[src/rtl/motion_tracker_pkg.sv]
// rtl/motion_tracker_pkg.sv - shared types and helpers for the motion tracker
package motion_tracker_pkg;

    typedef enum logic [1:0] {
        IDLE = 2'd0,
        LOAD = 2'd1,
        RUN  = 2'd2,
        DONE = 2'd3
    } state_t;

    // Tick period in clk cycles.
    function automatic int tick_period(input int clk_freq, input int tick_hz);
        return clk_freq / tick_hz;
    endfunction

    // Counter width for a given tick period. A period of 1 still needs a 1-bit counter.
    function automatic int tick_cnt_w(input int period);
        return (period > 1) ? $clog2(period) : 1;
    endfunction

    // Saturating position update: unsigned pos plus signed vel, clamped to [0, max_pos].
    // The sum carries two guard bits so overflow and underflow are both visible before clamping.
    function automatic logic [31:0] sat_add(input logic [31:0] pos,
                                            input logic [31:0] vel,
                                            input logic [31:0] max_pos);
        logic signed [33:0] sum;
        sum = $signed({2'b00, pos}) + $signed({vel[31], vel[31], vel});
        if (sum[33]) begin
            return 32'd0;
        end else if (sum > $signed({2'b00, max_pos})) begin
            return max_pos;
        end else begin
            return sum[31:0];
        end
    endfunction

endpackage

[src/rtl/motion_tracker_mc_tick_gen.sv]
// rtl/motion_tracker_mc_tick_gen.sv - periodic single-cycle tick generator
module tick_gen #(
    parameter int PERIOD = 10
) (
    input  logic clk,
    input  logic rst,
    input  logic clr,
    input  logic en,
    output logic tick_o
);

    localparam int CW = (PERIOD > 1) ? $clog2(PERIOD) : 1;
    localparam logic [CW-1:0] LAST = CW'(PERIOD - 1);

    logic [CW-1:0] cnt_q;
    logic [CW-1:0] cnt_d;

    // Count 0..PERIOD-1 while enabled; clear wins over counting.
    always_comb begin
        cnt_d = cnt_q;
        if (clr) begin
            cnt_d = '0;
        end else if (en) begin
            cnt_d = (cnt_q == LAST) ? '0 : cnt_q + 1'b1;
        end
    end

    // Counter register.
    always_ff @(posedge clk or posedge rst) begin
        if (rst) begin
            cnt_q <= '0;
        end else begin
            cnt_q <= cnt_d;
        end
    end

    assign tick_o = en && (cnt_q == LAST);

endmodule

[src/rtl/motion_tracker_mc.sv]
// rtl/motion_tracker_mc.sv - multi-channel tick-driven position integrator
import motion_tracker_pkg::*;

module motion_tracker_mc #(
    parameter int CLK_FREQ = 100_000_000,
    parameter int TICK_HZ  = 1,
    parameter int N_CH     = 4,
    parameter int POS_W    = 10,
    parameter int VEL_W    = 8,
    parameter int TIME_W   = 16
) (
    input  logic                     clk,
    input  logic                     rst,
    input  logic                     start_i,
    input  logic                     abort_i,
    input  logic [N_CH*POS_W-1:0]    start_pos_i,
    input  logic [N_CH*POS_W-1:0]    dest_pos_i,
    input  logic [N_CH*VEL_W-1:0]    start_vel_i,
    input  logic [N_CH*VEL_W-1:0]    vel_i,
    output logic                     busy_o,
    output logic [N_CH*POS_W-1:0]    pos_o,
    output logic [N_CH-1:0]          reached_o,
    output logic [N_CH*TIME_W-1:0]   reach_time_o,
    output logic                     done_o,
    output logic                     timeout_o,
    output logic                     aborted_o
);

    localparam int TICK_P = tick_period(CLK_FREQ, TICK_HZ);
    localparam logic [31:0] POS_MAX = 32'((64'd1 << POS_W) - 64'd1);
    localparam logic [TIME_W-1:0] TIME_MAX = {TIME_W{1'b1}};

    state_t            state_q, state_d;
    logic              busy_q, busy_d;
    logic              done_q, done_d;
    logic              timeout_q, timeout_d;
    logic              aborted_q, aborted_d;
    logic [TIME_W-1:0] time_q, time_d;
    logic              tick;
    logic              do_load;
    logic              run_tick;
    logic [N_CH-1:0]   reached_vec;

    // Loading happens on the IDLE->LOAD edge so LOAD already shows the start values.
    assign do_load  = (state_q == IDLE) && start_i;
    // An abort freezes the channels even if it coincides with a tick.
    assign run_tick = (state_q == RUN) && tick && !abort_i;

    tick_gen #(
        .PERIOD (TICK_P)
    ) u_tick_gen (
        .clk    (clk),
        .rst    (rst),
        .clr    (state_q == LOAD),
        .en     (state_q == RUN),
        .tick_o (tick)
    );

    // Sequencer next-state: abort beats all-reached beats timeout.
    always_comb begin
        state_d   = state_q;
        time_d    = time_q;
        timeout_d = timeout_q;
        aborted_d = aborted_q;
        case (state_q)
            IDLE: begin
                if (start_i) begin
                    state_d   = LOAD;
                    time_d    = '0;
                    timeout_d = 1'b0;
                    aborted_d = 1'b0;
                end
            end
            LOAD: begin
                state_d = RUN;
            end
            RUN: begin
                if (run_tick) begin
                    time_d = time_q + 1'b1;
                end
                if (abort_i) begin
                    state_d   = DONE;
                    aborted_d = 1'b1;
                end else if (&reached_vec) begin
                    state_d = DONE;
                end else if (time_q == TIME_MAX) begin
                    state_d   = DONE;
                    timeout_d = 1'b1;
                end
            end
            default: begin
                state_d = IDLE;
            end
        endcase
        busy_d = (state_d == LOAD) || (state_d == RUN);
        done_d = (state_d == DONE);
    end

    // Sequencer registers with registered status outputs.
    always_ff @(posedge clk or posedge rst) begin
        if (rst) begin
            state_q   <= IDLE;
            busy_q    <= 1'b0;
            done_q    <= 1'b0;
            timeout_q <= 1'b0;
            aborted_q <= 1'b0;
            time_q    <= '0;
        end else begin
            state_q   <= state_d;
            busy_q    <= busy_d;
            done_q    <= done_d;
            timeout_q <= timeout_d;
            aborted_q <= aborted_d;
            time_q    <= time_d;
        end
    end

    for (genvar i = 0; i < N_CH; i++) begin : g_ch
        logic [POS_W-1:0]  pos_q, pos_d;
        logic [POS_W-1:0]  dest_q, dest_d;
        logic [POS_W-1:0]  pos_new;
        logic [VEL_W-1:0]  vel_q, vel_d;
        logic              dir_q, dir_d;
        logic              reach_q, reach_d;
        logic [TIME_W-1:0] rt_q, rt_d;
        logic              arrive;
        logic [POS_W-1:0]  sp;
        logic [POS_W-1:0]  dp;

        assign sp = start_pos_i[i*POS_W +: POS_W];
        assign dp = dest_pos_i[i*POS_W +: POS_W];

        assign pos_new = POS_W'(sat_add(32'(pos_q),
                                        {{(32-VEL_W){vel_q[VEL_W-1]}}, vel_q},
                                        POS_MAX));
        // Direction-aware arrival: moving up must reach or pass dest, moving down likewise.
        assign arrive = dir_q ? (pos_new >= dest_q) : (pos_new <= dest_q);

        // Channel next-state: load, or integrate one tick unless already arrived.
        always_comb begin
            pos_d   = pos_q;
            dest_d  = dest_q;
            vel_d   = vel_q;
            dir_d   = dir_q;
            reach_d = reach_q;
            rt_d    = rt_q;
            if (do_load) begin
                pos_d   = sp;
                dest_d  = dp;
                vel_d   = start_vel_i[i*VEL_W +: VEL_W];
                dir_d   = (sp <= dp);
                reach_d = (sp == dp);
                rt_d    = '0;
            end else if (run_tick && !reach_q) begin
                pos_d = pos_new;
                vel_d = vel_i[i*VEL_W +: VEL_W];
                if (arrive) begin
                    reach_d = 1'b1;
                    rt_d    = time_q + 1'b1;
                end
            end
        end

        // Channel registers.
        always_ff @(posedge clk or posedge rst) begin
            if (rst) begin
                pos_q   <= '0;
                dest_q  <= '0;
                vel_q   <= '0;
                dir_q   <= 1'b0;
                reach_q <= 1'b0;
                rt_q    <= '0;
            end else begin
                pos_q   <= pos_d;
                dest_q  <= dest_d;
                vel_q   <= vel_d;
                dir_q   <= dir_d;
                reach_q <= reach_d;
                rt_q    <= rt_d;
            end
        end

        assign pos_o[i*POS_W +: POS_W]         = pos_q;
        assign reach_time_o[i*TIME_W +: TIME_W] = rt_q;
        assign reached_vec[i]                   = reach_q;
    end

    assign busy_o    = busy_q;
    assign done_o    = done_q;
    assign timeout_o = timeout_q;
    assign aborted_o = aborted_q;
    assign reached_o = reached_vec;

endmodule

[config.mk]
export PLATFORM = sky130hd
export DESIGN_NAME = motion_tracker_mc
export DESIGN_NICKNAME = d
export VERILOG_FILES = /design/src/rtl/motion_tracker_pkg.sv /design/src/rtl/motion_tracker_mc_tick_gen.sv /design/src/rtl/motion_tracker_mc.sv
export SDC_FILE = /design/constraint.sdc
export NUM_CORES = 1
export LEC_CHECK = 0
export ABC_AREA = 1
export CAP_MARGIN = 20
export CORE_ASPECT_RATIO = 1.2
export CORE_MARGIN = 2
export CORE_UTILIZATION = 59
export CTS_CLUSTER_SIZE = 10
export DETAILED_ROUTE_END_ITERATION = 10
export GPL_TIMING_DRIVEN = 0
export PLACE_DENSITY = 0.83
export SLEW_MARGIN = 10
export SYNTH_ARGS = -nofsm -noshare
export SYNTH_HDL_FRONTEND = slang
export SYNTH_HIERARCHICAL = 1
export SYNTH_SLANG_ARGS = --single-unit
[constraint.sdc]
create_clock -name clk -period 22.3 [get_ports clk]
set_clock_uncertainty 0.05 [all_clocks]
set_input_delay 4.46 -clock clk [delete_from_list [all_inputs] [get_ports clk]]
set_output_delay 4.46 -clock clk [all_outputs]
set_load 0.02 [all_outputs]
[Yosys cells after proc, flatten, opt, wreduce, memory -nomap -nowiden]
Cells that the tools add are included.
Storage, ports and cells
  register bits after elaboration: 233
  output and inout port bits: 112
  logic and storage cells: 173
Operators by class
  add/subtract/negate cells: 6
  magnitude comparators: 16
  eq/ne operators: 17
  muxes and demuxes: 70
  reductions and logical operators: 33
Operator list (number)
  $mux W16: 14
  $mux W10: 16
  $mux W27: 3
  $le A10 B10 Y1: 8
  $mux W8: 8
  $add A11 B8 Y12: 4
  $gt A12 B11 Y1 const B: 4
  $eq A10 B10 Y1: 4
  $ge A10 B10 Y1: 4
  $pmux W16 S2: 1
  $add A27 B1 Y27 const B: 1
  $eq A27 B27 Y1 const B: 1
  $mux W1: 21
  $reduce_bool A2 Y1: 10
  $add A16 B1 Y16 const B: 1
  $eq A16 B16 Y1 const B: 1
  $ne A2 B2 Y1 const B: 6
  $logic_and A1 B1 Y1: 8
  $mux W2: 4
  $reduce_and A2 Y1: 4
  $eq A2 B2 Y1 const B: 3
  $pmux W2 S3: 1
  $reduce_and A3 Y1: 2
  $logic_not A1 Y1: 5
  other kinds (6): 8

[Longest topological paths before layout]
  depth after elaboration: 9
  gate-level depth with buffers: 25
  gate-level depth less buffers: 24

[Hierarchy]
The synthesis kept the hierarchy.
By module, submodules not included
  motion_tracker_mc: instances 1, cells an instance 1847, area each 13855.8 um^2, sequential area each 5154.9 um^2
  tick_gen: instances 1, cells an instance 264, area each 1732.9 um^2, sequential area each 675.6 um^2

[Worst setup path before layout]
Ideal clock, no wire load.
  path type: input to register
  start: input start_i
  end: register busy_q, in the netlist busy_o
  data arrival time: 5.545 ns
  required time: 22.124 ns
  path slack: 16.579 ns
  stages: 7
  path buffers: 2
  cell sequence: nand2_1 -> buf_4 -> inv_2 -> buf_2 -> a211oi_1 -> a21oi_1 -> ha_1
Between the ends
  cells in the longest elaborated chain, start to end: 4
RTL lines
  start: declaration: RTL line motion_tracker_mc.sv:14  | input logic start_i,
  $mux W2 (*): RTL line motion_tracker_mc.sv:67  | if (start_i) begin
  $pmux W2 S3 (*): RTL line motion_tracker_mc.sv:65  | case (state_q)
  net state_d[0]: RTL line motion_tracker_mc.sv:33  | state_t state_q, state_d;
  $eq A2 B1 Y1 / $eq A2 B2 Y1 (equally long branches): RTL line motion_tracker_mc.sv:95  | busy_d = (state_d == LOAD) || (state_d == RUN);
  $logic_or A1 B1 Y1 (*): RTL line motion_tracker_mc.sv:95
  net busy_d: RTL line motion_tracker_mc.sv:34  | logic busy_q, busy_d;
  end signal: assignment: RTL line motion_tracker_mc.sv:110  | busy_q <= busy_d;
  end: declaration: RTL line motion_tracker_mc.sv:34
Mark *: on every way through the listed nets, which the timed path passes. The rest lies on a longest branch.
A chain may end at the register's enable or synchronous reset.

[Worst setup path in the final report]
  start: register g_ch[3].reach_q
  end: output reached_o[3]
RTL lines
  start: declaration: RTL line motion_tracker_mc.sv:124  | logic reach_q, reach_d;
  start signal: assignment: RTL line motion_tracker_mc.sv:178  | reach_q <= reach_d;
  end: declaration: RTL line motion_tracker_mc.sv:22  | output logic [N_CH-1:0] reached_o,
No word-level cell between the ends.

==> metrics.md <==
| Metric | Value |
|---|---|
| Avg WL per Cell | 17.7 microns |
| Share of layout cells above drive strength 1 | 6.61% |
| Total wire length | 48600 microns |
| Area grow syn2layout | 24.3% |
| GPL Wtd Cong | 0.967 |
| Drt initial violations | 1016 |
| Placed Area | 0.0186 sq mm |
| Postcts setup bufs | 0 |
| Min-delay worst type | flop to flop |
| Latest clock arrival within the worst-skew pair | 540 ps |
| Clock sinks | 233 |
| Hold Vio Cnt, Final | 0 |
| Setup TNS Final | 0 ps |
| Crit start category | flop |
| Setup-failing EPs final | 0 |
| Combinational family with the most area after synthesis | simple AND/OR/NAND/NOR gates |
| Root buf cell | clkbuf_16 |
| Die Ht | 182 microns |
| Post-synth EDFFs | 0 |
| Net count, final | 2684 |
| H-tree levels | 1 |
| Yosys top cell area share | 37.4% |
| Post-DRT Antenna Nets | 0 |
| Placeable core area | 0.0261 sq mm |
| Avg Synthesized Cell Area | 7.38 sq um |
| Minimum clock period | 6200 ps |
| Max_cap viols | 0 |
| Largest net degree at the start of global routing | 105 |
| WP data required | 17790 ps |
| Worst reg2reg path startpoint | g_ch[1].pos_q[0] |
| DR vias | 15400 |
| Via density | 5.62 |
| RSZ-0062 raised after global routing | no |
| GRT Total Usage | 34.8% |
| Initial antenna violation count | 1 |
| Post-Synth Adder-Cell Area | 11.0% |
| Post-CTS Hold Fix Bufs | 0 |
| Compound-gate portion of the synthesized area | 10.0% |
| WP data arrival | 1690 ps |
| Multi-input logic area | 0.00836 sq mm |
| Detailed Place HPWL | 37800 microns |
| HP Start | g_ch[1].rt_q[8] |
| Post-CTS sizing | 0 |
| CP Max Fanout | 3 |
| Seq cells post-synth | 233 |
| Post-route clock period utilization | 27.8% |
| Fillers | 2072 |
| Drt pass-1 iters | 6 |
| Initial Util | 59.7% |
| Simple-gate share of the synthesized area | 29.8% |
| Status | completed |
| Mapped cell area | 0.0156 sq mm |
| Ys flop type | dfrtp_1 |
| Tightest Pin Transition | 805 ps |
| Count leader, synth | nand2_1 |
| Setup CP Type | flop to output pin |
| Hold depth | 2 |
| Reg2reg end | g_ch[1].rt_q[0] |
| I/O pins | 260 |
| Peak supply drop | 0.0973 mV |
| Hold endpoint | g_ch[1].rt_q[8] |
| Area leader, netlist | dfrtp_1 |
| Clock transition at the registers of the reported paths | 60 ps |
| Global-route wire length before repair | 78000 microns |
| Hold slack | 418 ps |
| Register Area | 0.00583 sq mm |
| Remaining Overflow, GRT | 0 |
| Setup crit end kind | output pin |
| Die area | 0.0277 sq mm |
| Cells after synthesis | 2111 |
| Synth unique cells | 53 |
| Input/output buffers | 259 |
| Antenna cell count | 0 |
| Synth warn | 6 |
| Clk buf depth | 3 |
| Synthesized Nets | 2394 |
| Post-synthesis xor/xnor area fraction | 2.70% |
| CTS buffer count | 27 |
| Leakage | 0.0101 uW |
| R2R cell count | 22 |
| # placed instances | 2706 |
| CTS tree | built |
| Die X | 152 microns |
| Finished Layout Cells | 2739 |
| Fmax | 0.161 GHz |
| Row count | 65 |
| Top cells by count, synth | 635 x nand2_1, 261 x inv_1, 233 x dfrtp_1, 201 x nor2_1, 139 x nand3_1 |
| Final Max Slew Viols | 0 |
| Vias in the first global route | 15600 |
| Design area | 0.0194 sq mm |
| Synth area leaders | dfrtp_1 37%, nand2_1 15%, ha_1 11% |
| Total power divided by cell area | 171 mW/mm^2 |
| Residual DRC | 0 |
| Post-synth ARST share | 100% |
| Mux contribution to synthesized area | 0.0642% |
| Final Util | 74.2% |
| Slew margin rel. | 46.3% |
| Sequential-to-total area share from yosys stat | 37.4% |
| Flop2flop setup slack | 18150 ps |
## worst max-delay path: stages (launching register included)
cell             delay [ps]
dfrtp_1                 380
buf_4                   120
clkdlybuf4s50_1         650
## per-stage QoR
stage	total power [uW]	setup slack [ps]
global route	3610	16040
detailed placement	2900	15680
floorplan	2200	12170
CTS	3300	16090
finish	3320	16100
global placement	2830	9300
## state kept, by name, indices dropped and copies added (netlist names)
signal,cells
u_tick_gen/cnt_q,27
g_ch.pos_q,40
g_ch.rt_q,64
g_ch.dir_q,4
g_ch.vel_q,32
done_o,1
aborted_o,1
state_q,2
g_ch.dest_q,40
timeout_o,1
busy_o,1
g_ch.reach_q,4
time_q,16
## metal layers
layer	vias to the layer above	track usage (%)	wire, microns
met5	-	0	8
met4	2	18.7	2800
met3	174	5.96	3560
met2	642	61.0	23900
met1	7200	40.7	18300
li1	7367	-	-
## cell type report
| type | count | share of cell area [%] |
|---|---|---|
| well taps | 335 | 2.16 |
| clock inverters | 2 | 0.0710 |
| repair buffers | 261 | 13.7 |
| multi-input cells | 1542 | 43.1 |
| plain buffers | 62 | 1.91 |
| inverters | 274 | 5.36 |
| clock buffers | 30 | 3.60 |
| flip-flops and latches | 233 | 30.1 |
## report_power, final
part           leakage, uW  switching, uW  internal (uW)  total (uW)
sequential         0.00299            143            590         733
clock             0.000351            168            217         385
combinational      0.00676           1390            815        2200
## how the worst max path moves through the flow
stage	start	to	slack [ps]	cells after the start
2_1_floorplan	rst	aborted_o	12170	1
3_3_place_gp	rst	g_ch[3].rt_q[3]	9300	2
3_5_place_dp	start_i	busy_o	15680	8
4_1_cts	g_ch[1].reach_q	reached_o[1]	16090	2
5_1_grt	g_ch[1].reach_q	reached_o[1]	16040	2
6_report	g_ch[3].reach_q	reached_o[3]	16100	2
## logic make-up after synthesis
kind of cell,after synthesis
simple gates,1091
fa+ha+maj,135
buf+inv,336
mux,1
compound gates,267
flops,233
xor+xnor,48
## layout by cell type, fill, tap and decap left out, types with 27 or more instances in the layout
| cell | netlist | routed |
|---|---|---|
| xor2_1 | 35 | 35 |
| nor2_1 | 201 | 201 |
| clkbuf_16 | 0 | 27 |
| nand3_1 | 139 | 139 |
| nand4_1 | 27 | 27 |
| buf_2 | 31 | 31 |
| inv_1 | 261 | 260 |
| o21ai_0 | 71 | 71 |
| ha_1 | 131 | 131 |
| nand2_2 | 33 | 33 |
| a31oi_1 | 36 | 36 |
| nand2_1 | 635 | 635 |
| dfrtp_1 | 233 | 233 |
| clkdlybuf4s50_1 | 0 | 259 |
| a21oi_1 | 80 | 80 |
No activity file was read; power rests on OpenSTA's default activity.
